[src/rtl/fb_bank_scheduler.sv]
// fb_bank_scheduler: double-buffered framebuffer bank arbiter with read-priority BRAM port
module fb_bank_scheduler #(
  parameter int ADDR_W      = 16,
  parameter int DATA_W      = 16,
  parameter int MEM_LATENCY = 2
) (
  input  logic              pixel_clk_in,
  input  logic              rst_in,
  input  logic              nf_in,
  input  logic              rd_req_in,
  input  logic [ADDR_W-1:0] rd_addr_in,
  output logic [DATA_W-1:0] rd_data_out,
  output logic              rd_valid_out,
  input  logic              wr_valid_in,
  input  logic [ADDR_W-1:0] wr_addr_in,
  input  logic [DATA_W-1:0] wr_data_in,
  output logic              wr_ready_out,
  input  logic              wr_frame_done_in,
  output logic [ADDR_W:0]   mem_addr_out,
  output logic              mem_we_out,
  output logic [DATA_W-1:0] mem_din_out,
  input  logic [DATA_W-1:0] mem_dout_in,
  output logic              disp_bank_out,
  output logic              swap_pending_out,
  output logic [7:0]        repeat_cnt_out
);
  typedef enum logic {S_FILL, S_WAIT_SWAP} state_t;
  state_t             state, state_d;
  logic               disp_d;
  logic [7:0]         rpt_d;
  logic [MEM_LATENCY:0] vsr;
  logic               fill, wr_acc;
  assign fill             = state == S_FILL;
  assign wr_ready_out     = rst_in && fill && !rd_req_in;
  assign wr_acc           = wr_valid_in && wr_ready_out;
  assign swap_pending_out = state == S_WAIT_SWAP;
  always_comb begin
    state_d = fill ? (wr_frame_done_in ? S_WAIT_SWAP : S_FILL) : (nf_in ? S_FILL : S_WAIT_SWAP);
    disp_d  = disp_bank_out ^ (!fill && nf_in);
    rpt_d   = (fill && nf_in && repeat_cnt_out != 8'hFF) ? repeat_cnt_out + 8'd1 : repeat_cnt_out;
  end
  always_ff @(posedge pixel_clk_in) begin
    if (!rst_in) begin
      state          <= S_FILL;
      disp_bank_out  <= 1'b0;
      repeat_cnt_out <= 8'd0;
      mem_we_out     <= 1'b0;
      mem_addr_out   <= '0;
      mem_din_out    <= '0;
      rd_valid_out   <= 1'b0;
      rd_data_out    <= '0;
      vsr            <= '0;
    end else begin
      state          <= state_d;
      disp_bank_out  <= disp_d;
      repeat_cnt_out <= rpt_d;
      mem_we_out     <= wr_acc;
      if (rd_req_in)
        mem_addr_out <= {disp_bank_out, rd_addr_in};
      else if (wr_acc) begin
        mem_addr_out <= {~disp_bank_out, wr_addr_in};
        mem_din_out  <= wr_data_in;
      end
      vsr            <= (vsr << 1) | (MEM_LATENCY+1)'(rd_req_in);
      rd_valid_out   <= vsr[MEM_LATENCY];
      if (vsr[MEM_LATENCY])
        rd_data_out  <= mem_dout_in;
    end
  end
endmodule

[config.mk]
export PLATFORM = sky130hd
export DESIGN_NAME = fb_bank_scheduler
export DESIGN_NICKNAME = d
export VERILOG_FILES = /design/src/rtl/fb_bank_scheduler.sv
export SDC_FILE = /design/constraint.sdc
export NUM_CORES = 1
export LEC_CHECK = 0
export CAP_MARGIN = 30
export CELL_PAD_IN_SITES_DETAIL_PLACEMENT = 0
export CELL_PAD_IN_SITES_GLOBAL_PLACEMENT = 1
export CORE_ASPECT_RATIO = 2
export CORE_MARGIN = 3
export CORE_UTILIZATION = 29
export CTS_BUF_LIST = sky130_fd_sc_hd__clkbuf_2
export DETAILED_ROUTE_END_ITERATION = 8
export GPL_ROUTABILITY_DRIVEN = 0
export GPL_TIMING_DRIVEN = 0
export PLACE_DENSITY_LB_ADDON = 0.1
export SETUP_SLACK_MARGIN = 0.3
export SLEW_MARGIN = 10
export SYNTH_ARGS = -nofsm -noshare
export SYNTH_HDL_FRONTEND = slang
export SYNTH_SLANG_ARGS = --single-unit
[constraint.sdc]
create_clock -name pixel_clk_in -period 1.9 [get_ports pixel_clk_in]
set_clock_uncertainty 0.2 [all_clocks]
set_input_delay 0.19 -clock pixel_clk_in [delete_from_list [all_inputs] [get_ports pixel_clk_in]]
set_output_delay 0.19 -clock pixel_clk_in [all_outputs]
set_load 0.05 [all_outputs]
==> results of run 1 <==
[critical path: cells and delay by family, from the launching register on]
family | cells | cell delay [ns]
flops | 1 | 0.40
buf+inv | 1 | 0.18
simple gates | 1 | 0.11
[cells in the final DEF, fill, tap and decap left out, types with 3 or more instances in the layout]
cell type	n
inv_1	4
dfxtp_1	54
nor2_1	30
clkdlybuf4s50_1	67
buf_2	41
a32oi_1	5
o221ai_1	11
o21ai_0	4
o21ai_1	3
buf_6	8
dfxtp_2	6
nor3_1	14
clkbuf_1	5
a21oi_1	18
dlygate4sd3_1	16
buf_4	13
dfxtp_4	4
clkbuf_2	13
clkbuf_4	13
nand2_1	42
and2_1	3
clkinv_1	3
mux2i_1	19
[power breakdown]
part,internal [uW],total (uW),leakage [uW],switching (uW)
logic,275,631,0.00110,356
clock network,158,620,0.0000504,462
registers,1400,1430,0.000528,32.1
[logic make-up (layout without fill, tap and decap cells)]
kind of cell / after synthesis / count (layout) / synth area share
muxes: 19 / 19 / 0.07506
and+or+nand+nor: 108 / 108 / 0.2119
adders and majority gates: 1 / 1 / 0.004937
buffers and inverters: 25 / 187 / 0.05925
DFF: 64 / 64 / 0.5057
xor gates and xnor gates: 1 / 1 / 0.003457
AOI/OAI and AO/OA: 50 / 50 / 0.1398
other: 0 / 1 / 0
[per-layer routing]
layer | vias to the layer above | track usage | routed length (um) | share of wire
li1 | 1259 | - | - | -
met1 | 1161 | 0.1707 | 2953 | 0.36
met2 | 87 | 0.3074 | 4553 | 0.56
met3 | 13 | 0.04869 | 491 | 0.060
met4 | 0 | 0.07532 | 171 | 0.021
met5 | - | 0 | 0 | 0
[timing repair]
item | in CTS | in global routing
resized for setup | 332 | 20
hold endpoints to repair | 17 | 1
setup buffers | 2 | 0
pin swaps | 0 | 1
setup endpoints to repair | 62 | 20
[registers in the layout, indices dropped and copies added (netlist names)]
signal,cells
disp_bank_out,1
mem_addr_out,17
mem_din_out,16
mem_we_out,1
rd_data_out,16
rd_valid_out,1
repeat_cnt_out,8
swap_pending_out,1
vsr,3
[layout make-up]
cell class | count | area [sq um]
Buffer | 20 | 146.4
Tap cell | 98 | 122.6
Timing Repair Buffer | 148 | 1234
Antenna cell | 1 | 2.502
Inverter | 5 | 21.27
Clock buffer | 11 | 55.05
Clock inverter | 3 | 11.26
Multi-Input combinational cell | 179 | 1125
Fill cell | 848 | 4388
Sequential cell | 64 | 1304
[worst max-delay path by stage]
| stage | end | slack [ns] | startpoint | cells past startpoint |
|---|---|---|---|---|
| 2_1_floorplan | wr_ready_out | 0.22 | rst_in | 4 |
| 3_3_place_gp | wr_ready_out | -0.71 | rd_req_in | 5 |
| 3_5_place_dp | wr_ready_out | -0.70 | rd_req_in | 5 |
| 4_1_cts | wr_ready_out | 0.21 | rd_req_in | 5 |
| 5_1_grt | wr_ready_out | 0.24 | swap_pending_out | 2 |
| 6_report | wr_ready_out | 0.35 | swap_pending_out | 2 |
[per-stage QoR]
step                      instance area, sq um  setup WS (ns)  hold slack, ns  power, uW  cells
after floorplan                           2551         0.2238          0.1092       1800    268
final                                     4021         0.3477        -0.08332       2681    529
after detailed placement                  3975        -0.6990          0.2195       2101    496
after global routing                      4021         0.2417         -0.1093       2818    529
after global placement                    3975        -0.7056          0.2184       2098    496
after CTS                                 3966         0.2142         -0.1234       2730    528
==> results.cfg, run 1 <==
[outcome]
status = complete, but fails checks
violations = hold timing

[pwr]
power_density_nw_per_um2 = 666.8
p_leak_uw = 0.001675
ir_drop_v = 0.0003912

[cts]
clock_path_buffers = 2
cts_buffers = 9
cts_max_level = 3
root_buffer = clkbuf_2
clock_latency_ns = 0.48
clkTransAtPathRegs_ns = 0.16
clock-sinks = 64
ctsHoldBuffers = 16
cts_tree = built

[routing]
drc = 0
drt_iter0_markers = 82
wire_per_inst_um = 15.44
drt_first_pass_iters = 4
totalWireLength_mm = 8.170
routed_via_density = 4.764
vias = 2520
postRouteAntennaNets = 0

[critical_path]
crit_path_end_kind = output pin
worst-setup-path-type = register to output pin
timing.critical_path.from_type = register
crit_chain = nor3_4, buf_6
critPathSlowestCell = dfxtp_4
max_stage_delay_ns = 0.40
regToRegSetupSlack_ns = 0.36
cp.required_ns = 1.51
crit_fanout = 4
r2r_cells = 4
reg2reg_to = mem_addr_out[16]
r2r_start = disp_bank_out
arrival_ns = 1.16

[sta]
timing.fmax_ghz = 0.6442
slew_headroom = 0.6699
worst_pin_slew_ns = 0.4952
setup-tns-final_ns = 0
rsz0062_at_grt = true
fin_crit_sh = 0.8170
slew_viol_final = 0
whs_ns = -0.08332
layout_min_cycle_time_ns = 1.552
finalHoldViolCount = 1
finalSetupViolCount = 0

[run]
max_cap_violations = 0

[min_path]
hold_class = input pin to register
whs_path_depth = 3
min_from = rst_in
worst_hold_path.endpoint = repeat_cnt_out[5]

[synth]
synth_largest_area_cell = dfxtp_1
synth-seq-area-share = 0.5057
ys_seq_elements = 64
synth.area.top_cells = dfxtp_1 (51%), mux2i_1 (7.5%), nand2_1 (6.2%)
yosysTopAreaCellShare = 0.5057
synth_fp_nets = 339
synth_async_sr_flop_share = 0
synth_cell_type_count = 43
synth_edf_count = 0
synthCells = 268
synthTopCellsByCount = dfxtp_1 (64), nand2_1 (42), nor2_1 (30), mux2i_1 (19), a21oi_1 (18)
synth_flop_cell = dfxtp_1
netlist_area_sq_um = 2534
synth_most_common_cell = dfxtp_1
synth_warnings = 0
syn_area_per_cell_sq_um = 9.454

[grt]
grt_pass1_wl_mm = 13.05
first_global_vias = 2597
grtUsageTotal = 0.1689
grt_max_degree = 11
antenna_found_initial = 1
globalRouteOverflowTotal = 0

[cells_and_area]
drive_above_1_share = 0.2605
area_delta_synth_final_pct = 58.72
post-route-util = 0.4782
nNetsFinal = 498

[placed_design]
io_buffers = 130
hpwl_mm = 6.124

[floorplan]
initial_core_util = 0.3013
die_area_sq_um = 9962
ios = 132
fp.dieH_um = 138.2
rows = 47
die_w_um = 72.10
core_area_sq_um = 8409
(Power assumes the default switching activity.)
==> run 2, diff against run 1 <==
--- a/config.mk
+++ b/config.mk
@@ -10,7 +10,7 @@
 export CELL_PAD_IN_SITES_GLOBAL_PLACEMENT = 1
 export CORE_ASPECT_RATIO = 2
 export CORE_MARGIN = 3
-export CORE_UTILIZATION = 29
+export CORE_UTILIZATION = 26
 export CTS_BUF_LIST = sky130_fd_sc_hd__clkbuf_2
 export DETAILED_ROUTE_END_ITERATION = 8
 export GPL_ROUTABILITY_DRIVEN = 0
==> constraint.sdc (replaced) <==
create_clock -name pixel_clk_in -period 1.3 [get_ports pixel_clk_in]
set_clock_uncertainty 0.2 [all_clocks]
set_input_delay 0.13 -clock pixel_clk_in [delete_from_list [all_inputs] [get_ports pixel_clk_in]]
set_output_delay 0.13 -clock pixel_clk_in [all_outputs]
set_load 0.05 [all_outputs]
==> results.cfg, run 2 (synthesized netlist as in run 1, its figures left out) <==
[cells_and_area]
final_common_cell = clkdlybuf4s50_1
nFillCells = 852
layout_common_cells = clkdlybuf4s50_1 (68), buf_8 (64), dfxtp_2 (52)
seq_area_sq_um = 1384
multi_input_area_sq_um = 1270
top_regs = mem_addr_out: 17 flops, mem_din_out: 16 flops, rd_data_out: 16 flops
drive_above_1_share = 0.4820
area_delta_synth_final_pct = 109.1
largest_reg_flops = 17
post-route-util = 0.5608
nNetsFinal = 537
top_register = mem_addr_out

[sta]
finalSetupViolCount = 104
layout_min_cycle_time_ns = 1.586
whs_ns = -0.2585
finalHoldViolCount = 6
worst_pin_slew_ns = 0.6167
timing.fmax_ghz = 0.6306
setup-tns-final_ns = -13.17
fin_crit_sh = 1.220
rsz0062_at_grt = true
slew_viol_final = 0
slew_headroom = 0.5889
fin_ws_ns = -0.2859

[grt]
grt_pass1_wl_mm = 14.03
globalRouteOverflowTotal = 0
first_global_vias = 2856
grt_max_degree = 13
antenna_found_initial = 1
grtUsageTotal = 0.1691

[cts]
cts_max_level = 3
clock-sinks = 64
clkTransAtPathRegs_ns = 0.18
cts_tree = built
root_buffer = clkbuf_2
clock_latency_ns = 0.52
cts_buffers = 9
clock_path_buffers = 2

[critical_path]
regToRegSetupSlack_ns = -0.26
critPathSlowestCell = clkdlybuf4s50_1
cp.required_ns = 0.97
crit_fanout = 10
crit_chain = clkdlybuf4s50_1, buf_6, buf_8, nor3_4, buf_6
timing.critical_path.from_type = input pin
max_stage_delay_ns = 0.44
timing.critical_path.max_delay_family = buffers and inverters
worst-setup-path-type = input pin to output pin
cp_common_cell = buf_6
crit_path_end_kind = output pin
critPathBufInv = 4
arrival_ns = 1.26

[outcome]
violations = hold timing, setup timing
status = complete, but fails checks

[routing]
wire_per_inst_um = 15.07
vias = 2709
totalWireLength_mm = 9.072
drc = 0
wirelength_met1_mm = 3.152
routed_via_density = 4.500
postRouteAntennaNets = 0
drt_first_pass_iters = 4
drt_iter0_markers = 68
met2_length_mm = 5.179
routed.top_layer = met4
met3_length_um = 580

[floorplan]
initial_core_util = 0.2682
rows = 50
die_w_um = 75.81
fp.dieH_um = 145.6
die_area_sq_um = 11040
ios = 132
core_area_sq_um = 9447

[placed_design]
io_buffers = 130
place_ws_ns = -1.313
hpwl_mm = 6.317

[pwr]
power_uw = 4366
power_density_nw_per_um2 = 824.2
p_leak_uw = 0.002061
ir_drop_v = 0.0005006

[min_path]
hold_class = input pin to register

[run]
max_cap_violations = 0
-- run 2: metrics by stage --
stage               cell area [sq um]  cells
floorplan                        2735    268
global placement                 4199    528
detailed placement               4199    528
CTS                              5156    593
global route                     5298    602
finish                           5298    602
-- run 2: power by group --
group,leakage [uW],switching [uW],internal (uW)
Combinational,0.00146,580,641
Clock,0.0000499,779,243
Sequential,0.000552,76.3,2050
Total,0.00206,1440,2930
-- run 2: timing repair --
action,CTS,global route
setup buffers,24,4
pin swaps,3,5
hold buffers,24,4
endpoints found under the hold margin,54,28
gates resized for setup,546,22
cloned,1,0
endpoints found under the setup margin,123,123
-- run 2: worst register-to-register path, stage by stage (launching register included) --
cell and delay [ns]:
dfxtp_4 0.42, buf_4 0.16, nand4bb_4 0.19, clkinv_4 0.10
buf_4 0.15, a32oi_1 0.14, o21ai_1 0.08
-- run 2: final cells by class --
cell class | count | share of cell area
buffer | 20 | 0.03661
tap | 130 | 0.03070
timing repair buffer | 187 | 0.4091
inverter | 5 | 0.004487
clock inverter | 7 | 0.009211
clock buffer | 9 | 0.008503
sequential | 64 | 0.2612
multi-input combinational | 179 | 0.2397
antenna | 1 | 0.0004724
-- run 2: routing by layer --
| layer | global-route usage | up-vias |
|---|---|---|
| li1 | - | 1343 |
| met1 | 0.1642 | 1264 |
| met2 | 0.3084 | 91 |
| met3 | 0.05394 | 11 |
| met4 | 0.07005 | 0 |
| met5 | 0 | - |
-- run 2: worst paths after layout --
check	startpoint	endpoint	depth (start not counted)
hold / removal	rst_in	repeat_cnt_out[0]	3
hold reg to reg	vsr[0]	vsr[1]	1
setup reg to reg	swap_pending_out	mem_addr_out[6]	6
setup / recovery	rd_req_in	wr_ready_out	5
